### src/rtl/rsa_stage_ctrl.sv
// RSA stage sequencer: accepts one EKF stage, takes a nonlinear token, computes, returns a result.
// Optional RSA_HANDSHAKE_TIMEOUT_EN aborts a stage after 255 idle handshake cycles.
module rsa_stage_ctrl #(
  parameter int X            = 4,
  parameter int Y            = 4,
  parameter int L            = 4,
  parameter int RSA_DW       = 16,
  parameter int TB_AW        = 12,
  parameter int CB_AW        = 19,
  parameter int MAX_LANDMARK = 500,
  parameter int ROW_LEN      = 10
) (
  input  logic       clk,
  input  logic       sys_rst,
  input  logic [2:0] stage_val,
  output logic [2:0] stage_rdy,
  input  logic [2:0] nonlinear_s_val,
  output logic [2:0] nonlinear_m_rdy,
  output logic [2:0] nonlinear_m_val,
  input  logic [2:0] nonlinear_s_rdy
);

  typedef enum logic [2:0] {
    S_INIT,
    S_IDLE,
    S_WAIT_IN,
    S_COMPUTE,
    S_WAIT_OUT,
    S_DONE
  } state_t;

  localparam int CW = $clog2(X + Y + L + 1);
  localparam logic [CW-1:0] C0 = CW'(L - 1);
  localparam logic [CW-1:0] C1 = CW'(X + L - 1);
  localparam logic [CW-1:0] C2 = CW'(X + Y + L - 1);
  localparam int CFG_SUM = RSA_DW + TB_AW + CB_AW + MAX_LANDMARK + ROW_LEN;

  // Datapath parameters only pass through this block.
  logic w_unused_cfg;
  assign w_unused_cfg = CFG_SUM[0];

  state_t          r_state, w_state_nxt;
  logic [1:0]      r_sel, w_sel_nxt;
  logic [CW-1:0]   r_cnt, w_cnt_nxt;
  logic [2:0]      w_sel_oh;
  logic            w_in_hs, w_out_hs;
  logic [CW-1:0]   w_cyc_m1;
  logic            w_wait_exp;

  assign w_sel_oh = 3'b001 << r_sel;
  assign w_in_hs  = |(nonlinear_s_val & w_sel_oh);
  assign w_out_hs = |(nonlinear_s_rdy & w_sel_oh);

  always_comb begin
    w_cyc_m1 = C0;
    case (r_sel)
      2'd1:    w_cyc_m1 = C1;
      2'd2:    w_cyc_m1 = C2;
      default: w_cyc_m1 = C0;
    endcase
  end

`ifdef RSA_HANDSHAKE_TIMEOUT_EN
  logic [7:0] r_wcnt;

  assign w_wait_exp = (r_wcnt == 8'd254);

  always_ff @(posedge clk) begin
    if (sys_rst)
      r_wcnt <= 8'd0;
    else if (w_state_nxt != r_state)
      r_wcnt <= 8'd0;
    else if (r_state == S_WAIT_IN || r_state == S_WAIT_OUT)
      r_wcnt <= r_wcnt + 8'd1;
  end
`else
  assign w_wait_exp = 1'b0;
`endif

  always_ff @(posedge clk) begin
    if (sys_rst) begin
      r_state <= S_INIT;
      r_sel   <= 2'd0;
      r_cnt   <= '0;
    end else begin
      r_state <= w_state_nxt;
      r_sel   <= w_sel_nxt;
      r_cnt   <= w_cnt_nxt;
    end
  end

  always_comb begin
    w_state_nxt     = r_state;
    w_sel_nxt       = r_sel;
    w_cnt_nxt       = r_cnt;
    stage_rdy       = 3'b000;
    nonlinear_m_rdy = 3'b000;
    nonlinear_m_val = 3'b000;
    case (r_state)
      S_INIT: w_state_nxt = S_IDLE;
      S_IDLE: begin
        stage_rdy = 3'b111;
        // Lowest requested stage wins; others are dropped.
        if (stage_val[0]) begin
          w_sel_nxt   = 2'd0;
          w_state_nxt = S_WAIT_IN;
        end else if (stage_val[1]) begin
          w_sel_nxt   = 2'd1;
          w_state_nxt = S_WAIT_IN;
        end else if (stage_val[2]) begin
          w_sel_nxt   = 2'd2;
          w_state_nxt = S_WAIT_IN;
        end
      end
      S_WAIT_IN: begin
        nonlinear_m_rdy = w_sel_oh;
        if (w_in_hs) begin
          w_state_nxt = S_COMPUTE;
          w_cnt_nxt   = w_cyc_m1;
        end else if (w_wait_exp) begin
          w_state_nxt = S_DONE;
        end
      end
      S_COMPUTE: begin
        if (r_cnt == '0)
          w_state_nxt = S_WAIT_OUT;
        else
          w_cnt_nxt = r_cnt - 1'b1;
      end
      S_WAIT_OUT: begin
        nonlinear_m_val = w_sel_oh;
        if (w_out_hs || w_wait_exp)
          w_state_nxt = S_DONE;
      end
      S_DONE:  w_state_nxt = S_IDLE;
      default: w_state_nxt = S_INIT;
    endcase
  end

endmodule

### config.mk
export PLATFORM = sky130hd
export DESIGN_NAME = rsa_stage_ctrl
export DESIGN_NICKNAME = d
export VERILOG_FILES = /design/src/rtl/rsa_stage_ctrl.sv
export SDC_FILE = /design/constraint.sdc
export NUM_CORES = 1
export LEC_CHECK = 0
export CAP_MARGIN = 5
export CELL_PAD_IN_SITES_DETAIL_PLACEMENT = 2
export CELL_PAD_IN_SITES_GLOBAL_PLACEMENT = 2
export CORE_ASPECT_RATIO = 0.9
export CORE_MARGIN = 2
export CORE_UTILIZATION = 24
export DETAILED_ROUTE_END_ITERATION = 6
export PLACE_DENSITY = 0.84
export SYNTH_ARGS = -nofsm -noshare
export SYNTH_HDL_FRONTEND = slang
export SYNTH_SLANG_ARGS = --single-unit
### constraint.sdc
create_clock -name clk -period 1.7 [get_ports clk]
set_input_delay 0.17 -clock clk [delete_from_list [all_inputs] [get_ports clk]]
set_output_delay 0.17 -clock clk [all_outputs]
set_load 0.05 [all_outputs]
==> summary.md, run 1 <==
| Metric | Value |
|---|---|
| Pins Over Slew Limit | `0` |
| Fmax | `603 MHz` |
| Total core area | `0.00245 mm²` |
| Critical path capture point type | `output port` |
| Final nets | `110` |
| Final hold violation count | `0` |
| Synthesis warning total | `0` |
| Final Skew | `0.00544 ns` |
| DRC | `0` |
| Area Overhead vs Synth | `59.5%` |
| DRT iter0 DRCs | `11` |
| Worst hold path class | `reg2reg` |
| Arrival time at the worst endpoint | `1.49 ns` |
| Worst-Margin Slew | `0.345 ns` |
| Crit Path Max Fanout | `8` |
| Number of port buffers | `19` |
| Die height | `52.2 µm` |
| Top Layer Used | `met4` |
| Netlist Area Pre-Place | `621 µm²` |
| Final setup viols | `0` |
| Clk_lat worst skew | `0.28 ns` |
| Syn Nets | `89` |
| Post-Route M1 WL | `881 µm` |
| Die ar. | `0.00301 mm²` |
| Routed Antenna Nets | `0` |
| Post-synth top area cell | `dfxtp_1` |
| Post-Syn Instances | `77` |
| Mapped Avg Cell Area | `8.06 µm²` |
| First-pass GRT wire length | `3380 µm` |
| H-tree level count | `1` |
| Worst-path clk slew | `0.06 ns` |
| Synth cell types | `33` |
| CTS buffer count | `3` |
| Count leader, synth | `dfxtp_1` |
| Drt via density | `5.22` |
| Tmin final | `1.66 ns` |
| Switch Pwr | `0.325 mW` |
| # diodes | `0` |
| CTS tree | `built` |
| Wirelength, routed | `2110 µm` |
| CTS root buffer | `clkbuf_4` |
| Pint | `0.497 mW` |
| Layout cells sized above 1 | `27.8%` |
| Area contributors post-synth | `dfxtp_1, nand2b_1, nor2_1` |
| Period utilisation layout | `97.6%` |
| I/O Pins | `20` |
| RSZ-0062 raised after global routing | `true` |
| Crit path kind | `reg2out` |
| Hold Path Stages | `2` |
| Comb pwr share | `44.0%` |
| Number of global-route vias before repair | `697` |
| Yosys reg bits | `9` |
| Sink Count | `9` |
| FP Rows | `17` |
| Largest net degree at the start of global routing | `14` |
| Total power | `0.821 mW` |
| Worst vdd ir | `0.000411 V` |
| Maximum clock insertion buffer count | `2` |
| Initial antenna violation count | `0` |
| Post-synth EDFFs | `0` |
| Worst reg2reg path depth | `4` |
| Crit start category | `register` |
| Relative slew slack | `76.8%` |
| Sequential fraction of the synthesis area | `29.0%` |
| Reg power frac | `34.4%` |
| Switch share | `39.5%` |
| Top_reg_cell synth | `dfxtp_1` |
| Hold_buf cts | `0` |
| Die Wd | `57.6 µm` |
| Clk network pwr share | `21.6%` |
| Tot GR Track Use | `15.5%` |
| 1st-pass router iterations | `3` |
| Status | `finished clean` |
| Routability cong. | `0.701` |
| Most instantiated cells after synthesis | `dfxtp_1, nor2_1, inv_1, nand2b_1, nor3_1` |
| WL met3 | `85 µm` |
| Via count | `653` |
| Max Cap Violations | `0` |
| Post-Route Utilization | `40.5%` |
| Gr ovfl total | `0` |
| Met2 routed WL | `1100 µm` |
| Data required, critical path | `1.53 ns` |
| Pwr dens | `830 mW/mm²` |
| Hpwl dp | `1640 µm` |
| Synth top area share | `29.0%` |
| Drt wl/cell | `16.9 µm` |
| Async set or reset register ratio after synthesis | `0%` |
| Initial cell density of the core | `25.4%` |
| LEAKAGE | `0.333 nW` |
## logic make-up (layout without fill, tap and decap cells)
group,Yosys count,count (layout),synth area share [%]
adder cells (fa/ha/maj),1,1,2.02
flip-flops,9,9,29.0
AO/OA/AOI/OAI,19,19,22.6
multiplexers,3,3,5.04
AND/OR/NAND/NOR,32,32,30.8
buffers and inverters,13,33,10.5
## flip-flops by register name, indices dropped and copies added, names as in the netlist
| signal | count |
|---|---|
| r_cnt | 4 |
| r_sel | 2 |
| r_state | 3 |
## cell usage in the layout, fill, tap and decap left out, types with 2 or more instances in the layout
cell / instances
clkdlybuf4s50_1: 10
buf_12: 9
inv_1: 7
nor2_1: 7
dfxtp_1: 7
nand2b_1: 5
a21oi_1: 4
nand3b_1: 3
nor3_1: 3
clkbuf_4: 3
buf_4: 3
nor3_2: 2
nand2_1: 2
mux2i_1: 2
o21a_1: 2
a31oi_1: 2
a211oi_1: 2
o22ai_1: 2
nor3b_1: 2
o32ai_1: 2
dfxtp_2: 2
## per-layer routing
metal  vias to the layer above  GRT usage (%)
li1                        315              -
met1                       316           16.6
met2                        17           27.8
met3                         5           4.44
met4                         0           7.75
met5                         -              0
## cell type report
cell class	instances	area, µm²
Fill cell	273	1460
Multi-Input combinational cell	55	417
Timing Repair Buffer	22	303
Sequential cell	9	183
Tap cell	28	35.0
Clock buffer	4	26.3
Inverter	7	26.3
## final timing paths
| path | startpoint | to | slack [ns] |
|---|---|---|---|
| hold / removal | r_cnt[3] | r_cnt[3] | 0.51 |
| setup reg to reg | r_state[1] | r_cnt[0] | 0.15 |
| hold reg to reg | r_cnt[3] | r_cnt[3] | 0.51 |
| setup / recovery | r_state[1] | nonlinear_m_rdy[0] | 0.04 |
## repair_timing
| action | 4_1_cts | 5_1_grt |
|---|---|---|
| pin swaps | 0 | 1 |
| endpoints found under the hold margin | 0 | 0 |
| resized for setup | 3 | 5 |
| setup buffers | 0 | 1 |
| endpoints found under the setup margin | 2 | 4 |
## power groups by stage
stage / combinational [mW] / sequential (mW) / clock, mW
finish: 0.362 / 0.282 / 0.177
global placement: 0.337 / 0.278 / 0
floorplan: 0.228 / 0.255 / 0
global route: 0.390 / 0.286 / 0.187
detailed placement: 0.348 / 0.280 / 0
CTS: 0.352 / 0.278 / 0.175
## critical path, stage by stage, from the launching register on
cell and delay (ns):
dfxtp_1 0.50, nand2b_1 0.27, nor4_4 0.27, buf_12 0.18
## stage by stage
stage,cell area [µm²],instances,TNS (ns),hold WS [ns],setup WS [ns]
after floorplan,623,77,-1.30,0.336,-0.533
after global placement,915,120,0,0.470,0.155
after detailed placement,915,120,0,0.509,0.0795
after CTS,950,124,0,0.518,0.000455
after global routing,990,125,-0.0115,0.538,-0.00931
final,990,125,0,0.507,0.0403
(Power assumes the default switching activity.)
==> run 2: changes to the inputs <==
--- a/config.mk
+++ b/config.mk
@@ -5,6 +5,7 @@
 export SDC_FILE = /design/constraint.sdc
 export NUM_CORES = 1
 export LEC_CHECK = 0
+export ABC_CLOCK_PERIOD_IN_PS = 1700
 export CAP_MARGIN = 5
 export CELL_PAD_IN_SITES_DETAIL_PLACEMENT = 2
 export CELL_PAD_IN_SITES_GLOBAL_PLACEMENT = 2
==> results of run 2 <==
Same layout as run 1: the final DEF is identical, and so are final timing and power.
